===== src/rtl/reservation_station.sv =====
// Out-of-order ALU issue queue: holds decoded ops, snoops ALU/LSB result buses,
// and issues the lowest-index ready entry as a registered one-cycle request.
module reservation_station #(
  parameter int RS_SIZE       = 8,
  parameter int RS_IDX_WIDTH  = 3,
  parameter int ROB_WIDTH     = 3,
  parameter int RS_TYPE_WIDTH = 6
) (
  input  logic                     clk_in,
  input  logic                     rst_in,
  input  logic                     rdy_in,
  input  logic                     flush,
  input  logic                     dec_rdy,
  input  logic [RS_TYPE_WIDTH-1:0] dec_type,
  input  logic [31:0]              dec_data_j,
  input  logic [31:0]              dec_data_k,
  input  logic                     dec_pending_j,
  input  logic                     dec_pending_k,
  input  logic [ROB_WIDTH-1:0]     dec_dependency_j,
  input  logic [ROB_WIDTH-1:0]     dec_dependency_k,
  input  logic [ROB_WIDTH-1:0]     dec_rob_id,
  input  logic [31:0]              dec_imm,
  output logic                     full,
  input  logic                     alu_cdb_valid,
  input  logic [ROB_WIDTH-1:0]     alu_cdb_rob_id,
  input  logic [31:0]              alu_cdb_value,
  input  logic                     lsb_cdb_valid,
  input  logic [ROB_WIDTH-1:0]     lsb_cdb_rob_id,
  input  logic [31:0]              lsb_cdb_value,
  output logic                     alu_en,
  output logic [RS_TYPE_WIDTH-1:0] alu_type,
  output logic [31:0]              alu_op1,
  output logic [31:0]              alu_op2,
  output logic [31:0]              alu_imm,
  output logic [ROB_WIDTH-1:0]     alu_rob_id
);

  typedef struct packed {
    logic [RS_TYPE_WIDTH-1:0] op_type;
    logic [31:0]              vj;
    logic [31:0]              vk;
    logic                     pj;
    logic                     pk;
    logic [ROB_WIDTH-1:0]     qj;
    logic [ROB_WIDTH-1:0]     qk;
    logic [ROB_WIDTH-1:0]     rob_id;
    logic [31:0]              imm;
  } rs_entry_t;

  rs_entry_t              ent [RS_SIZE];
  logic [RS_SIZE-1:0]     valid;

  rs_entry_t              new_ent;
  logic [RS_IDX_WIDTH-1:0] free_idx;
  logic                   has_free;
  logic [RS_IDX_WIDTH-1:0] issue_idx;
  logic                   has_issue;

  // Returns {still_pending, value}; the ALU bus wins if both buses match.
  function automatic logic [32:0] snoop(
    input logic                 pending,
    input logic [ROB_WIDTH-1:0] tag,
    input logic [31:0]          value,
    input logic                 a_valid,
    input logic [ROB_WIDTH-1:0] a_tag,
    input logic [31:0]          a_value,
    input logic                 l_valid,
    input logic [ROB_WIDTH-1:0] l_tag,
    input logic [31:0]          l_value
  );
    if (pending && a_valid && a_tag == tag)      return {1'b0, a_value};
    else if (pending && l_valid && l_tag == tag) return {1'b0, l_value};
    else                                         return {pending, value};
  endfunction

  assign full = &valid;

  always_comb begin
    // NOTE: every combinational output gets a default first so no path infers a latch.
    new_ent         = '0;
    new_ent.op_type = dec_type;
    new_ent.qj      = dec_dependency_j;
    new_ent.qk      = dec_dependency_k;
    new_ent.rob_id  = dec_rob_id;
    new_ent.imm     = dec_imm;
    {new_ent.pj, new_ent.vj} = snoop(dec_pending_j, dec_dependency_j, dec_data_j,
                                     alu_cdb_valid, alu_cdb_rob_id, alu_cdb_value,
                                     lsb_cdb_valid, lsb_cdb_rob_id, lsb_cdb_value);
    {new_ent.pk, new_ent.vk} = snoop(dec_pending_k, dec_dependency_k, dec_data_k,
                                     alu_cdb_valid, alu_cdb_rob_id, alu_cdb_value,
                                     lsb_cdb_valid, lsb_cdb_rob_id, lsb_cdb_value);
  end

  // Descending scans so the lowest matching index is the one left standing.
  always_comb begin
    free_idx  = '0;
    has_free  = 1'b0;
    issue_idx = '0;
    has_issue = 1'b0;
    for (int i = RS_SIZE - 1; i >= 0; i--) begin
      if (!valid[i]) begin
        free_idx = RS_IDX_WIDTH'(i);
        has_free = 1'b1;
      end
      if (valid[i] && !ent[i].pj && !ent[i].pk) begin
        issue_idx = RS_IDX_WIDTH'(i);
        has_issue = 1'b1;
      end
    end
  end

  // NOTE: sequential state uses non-blocking assignments so every block sees pre-edge values.
  always_ff @(posedge clk_in or negedge rst_in) begin
    if (!rst_in) begin
      valid      <= '0;
      alu_en     <= 1'b0;
      alu_type   <= '0;
      alu_op1    <= '0;
      alu_op2    <= '0;
      alu_imm    <= '0;
      alu_rob_id <= '0;
    end else if (rdy_in) begin
      if (flush) begin
        valid  <= '0;
        alu_en <= 1'b0;
      end else begin
        alu_en <= has_issue;
        if (has_issue) begin
          valid[issue_idx] <= 1'b0;
          alu_type         <= ent[issue_idx].op_type;
          alu_op1          <= ent[issue_idx].vj;
          alu_op2          <= ent[issue_idx].vk;
          alu_imm          <= ent[issue_idx].imm;
          alu_rob_id       <= ent[issue_idx].rob_id;
        end
        // free_idx is never the issuing slot, so a freed slot is reused next cycle.
        if (dec_rdy && has_free) valid[free_idx] <= 1'b1;
      end
    end
  end

  // NOTE: entry payload is qualified by valid, so the storage array needs no reset.
  always_ff @(posedge clk_in) begin
    if (rdy_in && !flush) begin
      for (int i = 0; i < RS_SIZE; i++) begin
        if (valid[i]) begin
          if (ent[i].pj && alu_cdb_valid && alu_cdb_rob_id == ent[i].qj) begin
            ent[i].vj <= alu_cdb_value;
            ent[i].pj <= 1'b0;
          end else if (ent[i].pj && lsb_cdb_valid && lsb_cdb_rob_id == ent[i].qj) begin
            ent[i].vj <= lsb_cdb_value;
            ent[i].pj <= 1'b0;
          end
          if (ent[i].pk && alu_cdb_valid && alu_cdb_rob_id == ent[i].qk) begin
            ent[i].vk <= alu_cdb_value;
            ent[i].pk <= 1'b0;
          end else if (ent[i].pk && lsb_cdb_valid && lsb_cdb_rob_id == ent[i].qk) begin
            ent[i].vk <= lsb_cdb_value;
            ent[i].pk <= 1'b0;
          end
        end
      end
      if (dec_rdy && has_free) ent[free_idx] <= new_ent;
    end
  end

endmodule


===== config.mk =====
export PLATFORM = sky130hd
export DESIGN_NAME = reservation_station
export DESIGN_NICKNAME = d
export VERILOG_FILES = /design/src/rtl/reservation_station.sv
export SDC_FILE = /design/constraint.sdc
export NUM_CORES = 2
export LEC_CHECK = 0
export BUFFER_PORTS_ARGS = -buffer_cell sky130_fd_sc_hd__buf_2
export CAP_MARGIN = 20
export CELL_PAD_IN_SITES_DETAIL_PLACEMENT = 1
export CELL_PAD_IN_SITES_GLOBAL_PLACEMENT = 2
export CORE_MARGIN = 1
export CORE_UTILIZATION = 30
export DETAILED_ROUTE_END_ITERATION = 8
export PLACE_DENSITY_LB_ADDON = 0.05
export SLEW_MARGIN = 25
export SYNTH_ARGS = -nofsm -noshare
export SYNTH_HDL_FRONTEND = slang
export SYNTH_SLANG_ARGS = --single-unit

===== constraint.sdc =====
create_clock -name clk_in -period 6.04 [get_ports clk_in]
set_input_delay 1.208 -clock clk_in [delete_from_list [all_inputs] [get_ports clk_in]]
set_output_delay 1.208 -clock clk_in [all_outputs]
set_load 0.05 [all_outputs]

==> qor.yml <==
cts_inserted_buffers: 133
synth_cell_types: 52
synth_area_leader_cell: "edfxtp_1"
p_int_mw: 13.0
syn_inst: 4746
reg2reg_from: "valid[0]"
tightest_slew_ps: 1110
synth_area_um2: 52100
synth_warnings: 0
die_width_um: 419
dr.pass1.iters: 5
synth_area_leaders: "edfxtp_1, mux2i_1, dfrtp_1"
ys.flop_type: "edfxtp_1"
power_switching_mw: 5.63
cp_max_fo: 103
fillerInstances: 18600
cp-start-kind: "flop"
crit_arrival_ps: 4910
drcViolationCount: 0
critPathTopFamily: "simple AND/OR/NAND/NOR gates"
synth_most_common_cell: "edfxtp_1"
drive_gt1_share_pct: 13.9
crit_required_ps: 6470
switching_share_pct: 30.2
critPathBufInv: 3
r2r_end: "ent[7][112]"
grt_overflow_total: 0
dp_cells: 6952
synth_top_area_share_pct: 52.1
ff2ff_setup_slack_ps: 1560
hold_viol_final: 0
area_growth_syn_to_layout_pct: 15.5
p_leak_nw: 18.9
ios: 297
antenna_found_initial: 5
rsz0062_at_grt: "false"
end_kind: "flop"
vias_per_cell: 5.63
setup_viol: 0
slew_headroom_pct: 25.7
synth_commonest_cells: "edfxtp_1, mux2i_1, nand2_1, clkbuf_1, o21ai_0"
seq_area_frac_synth_pct: 57.5
core_um2: 172000
final_nets: 4967
clkLatencyLatePin_ps: 780
cap_violations: 0
setup-tns-final_ps: 0
ys_ff_latch: 1018
die_h_um: 419
p_comb_share_pct: 13.5
gp_congestion: 0.784
final_area_um2: 60200
min_path_type: "in2async"
cts_setup_buffers: 0
clockRootBuffer: "clkbuf_16"
dp_hpwl_um: 132000
wl_per_cell_um: 33.1
wl_um: 238000
die-area_um2: 175000
place_area_um2: 55900
finClkSkew_ps: 33.7
grt_usage_pct: 26.9
ctsHoldBuffers: 0
rows: 152
seq_power_share_pct: 44.2
worst-setup-path-type: "reg2reg"
clock_power_share_pct: 42.4
max_stage_delay_ps: 750
initial_core_util_pct: 30.3
synth_edf_count: 904
max_freq_ghz: 0.223
syn_nets: 4936
vdd_drop_max_uv: 270
vias: 40600
syn_area_per_cell_um2: 11.0
port_buffers: 296
grt_pass1_vias: 42400
fin_crit_sh_pct: 74.2
status: "finished, final reports clean"
async_flop_share_pct: 11.2
grt_pass1_wl_um: 334000
grt_max_degree: 150
maxSlewViolCount: 0
htreeDepth: 4
antenna_left: 0
cts-resized-gates: 0
cts_tree: "done"
powerDensity_nw_per_um2: 310
path_cells: "nand4_1, nor2_4, and3_4, o211ai_1, buf_12, clkinv_2, buf_4"
stdcell_count: 7199
whs_ps: 442
post-route-min-period_ps: 4480
clock_sinks: 1018
clk_pin_slew_ps: 60
drt_iter0_drc: 3075
reg2reg_depth: 7
cpMaxStageDelayCell: "dfrtp_1"
clock_path_buffers: 3
==> stage by stage <==
| stage | util (%) | power [mW] | worst slack, ps |
|---|---|---|---|
| after detailed placement | 32.5 | 10.9 | 1220 |
| final | 35.0 | 18.6 | 1560 |
| after CTS | 35.0 | 18.8 | 1770 |
| after floorplan | - | 9.89 | 1660 |
| after global routing | 35.0 | 19.2 | 1550 |
| after global placement | 32.5 | 10.9 | 1290 |
==> per-layer routing <==
layer / share of wire [%] / GRT usage (%) / wire, um
met4: 2.4 / 7.07 / 5790
met2: 49 / 45.8 / 116000
met5: 0.015 / 0 / 35
met3: 3.7 / 3.14 / 8830
met1: 45 / 36.0 / 107000
==> cells by family after synthesis <==
kind of cell	after synthesis	share of synthesized area, %
AOI/OAI and AO/OA	1237	14.3
muxes	596	11.4
buffers and inverters	546	4.26
xor gates and xnor gates	108	1.81
DFF	1018	57.5
and+or+nand+nor	1241	10.6
==> sequential cells by signal (all words and copies together) (netlist names) <==
| name | count |
|---|---|
| alu_op2 | 32 |
| alu_op1 | 32 |
| valid | 8 |
| alu_en | 1 |
| alu_imm | 32 |
| alu_rob_id | 3 |
| alu_type | 6 |
| ent | 904 |
==> layout make-up <==
| cell class | instances | area (um^2) | share of cell area, % |
|---|---|---|---|
| flip-flops and latches | 1018 | 30000 | 49.8 |
| clock buffers | 195 | 3670 | 6.09 |
| clock inverters | 51 | 608 | 1.01 |
| well taps | 2310 | 2890 | 4.80 |
| repair buffers | 431 | 2780 | 4.62 |
| multi-input cells | 3182 | 20200 | 33.6 |
| inverters | 11 | 68.8 | 0.114 |
| diodes | 1 | 2.50 | 0.00415 |
==> worst max-delay path by stage <==
stage / startpoint / end / cells past startpoint
after floorplan: flush / ent[4][100] / 7
after global placement: rdy_in / ent[7][108] / 8
after detailed placement: rdy_in / ent[7][108] / 8
after CTS: valid[0] / ent[7][112] / 7
after global routing: valid[0] / ent[7][112] / 7
final: valid[0] / ent[7][112] / 7
==> power by group through the flow <==
stage	Clock [mW]	Combinational (mW)	Sequential, mW
floorplan	0	0.794	9.09
global placement	0	2.51	8.39
detailed placement	0	2.53	8.40
CTS	8.06	2.54	8.25
global route	8.29	2.67	8.26
finish	7.90	2.51	8.24
==> cells in the final DEF, fill, tap and decap left out, types with 51 or more instances in the layout <==
master and instances:
buf_4 112, nor2_1 315, nand2_1 427, o21ai_1 220, nand3_1 241, mux2i_1 596, clkbuf_1 51, o21ai_0 372
a221o_1 95, buf_2 295, a221oi_1 105, a21oi_1 301, nor3_1 111, a211oi_1 95, dfrtp_1 114, clkbuf_16 133
xnor2_1 64, nand4_1 82, edfxtp_1 904
Note: power is estimated with default switching activity, not from simulation.
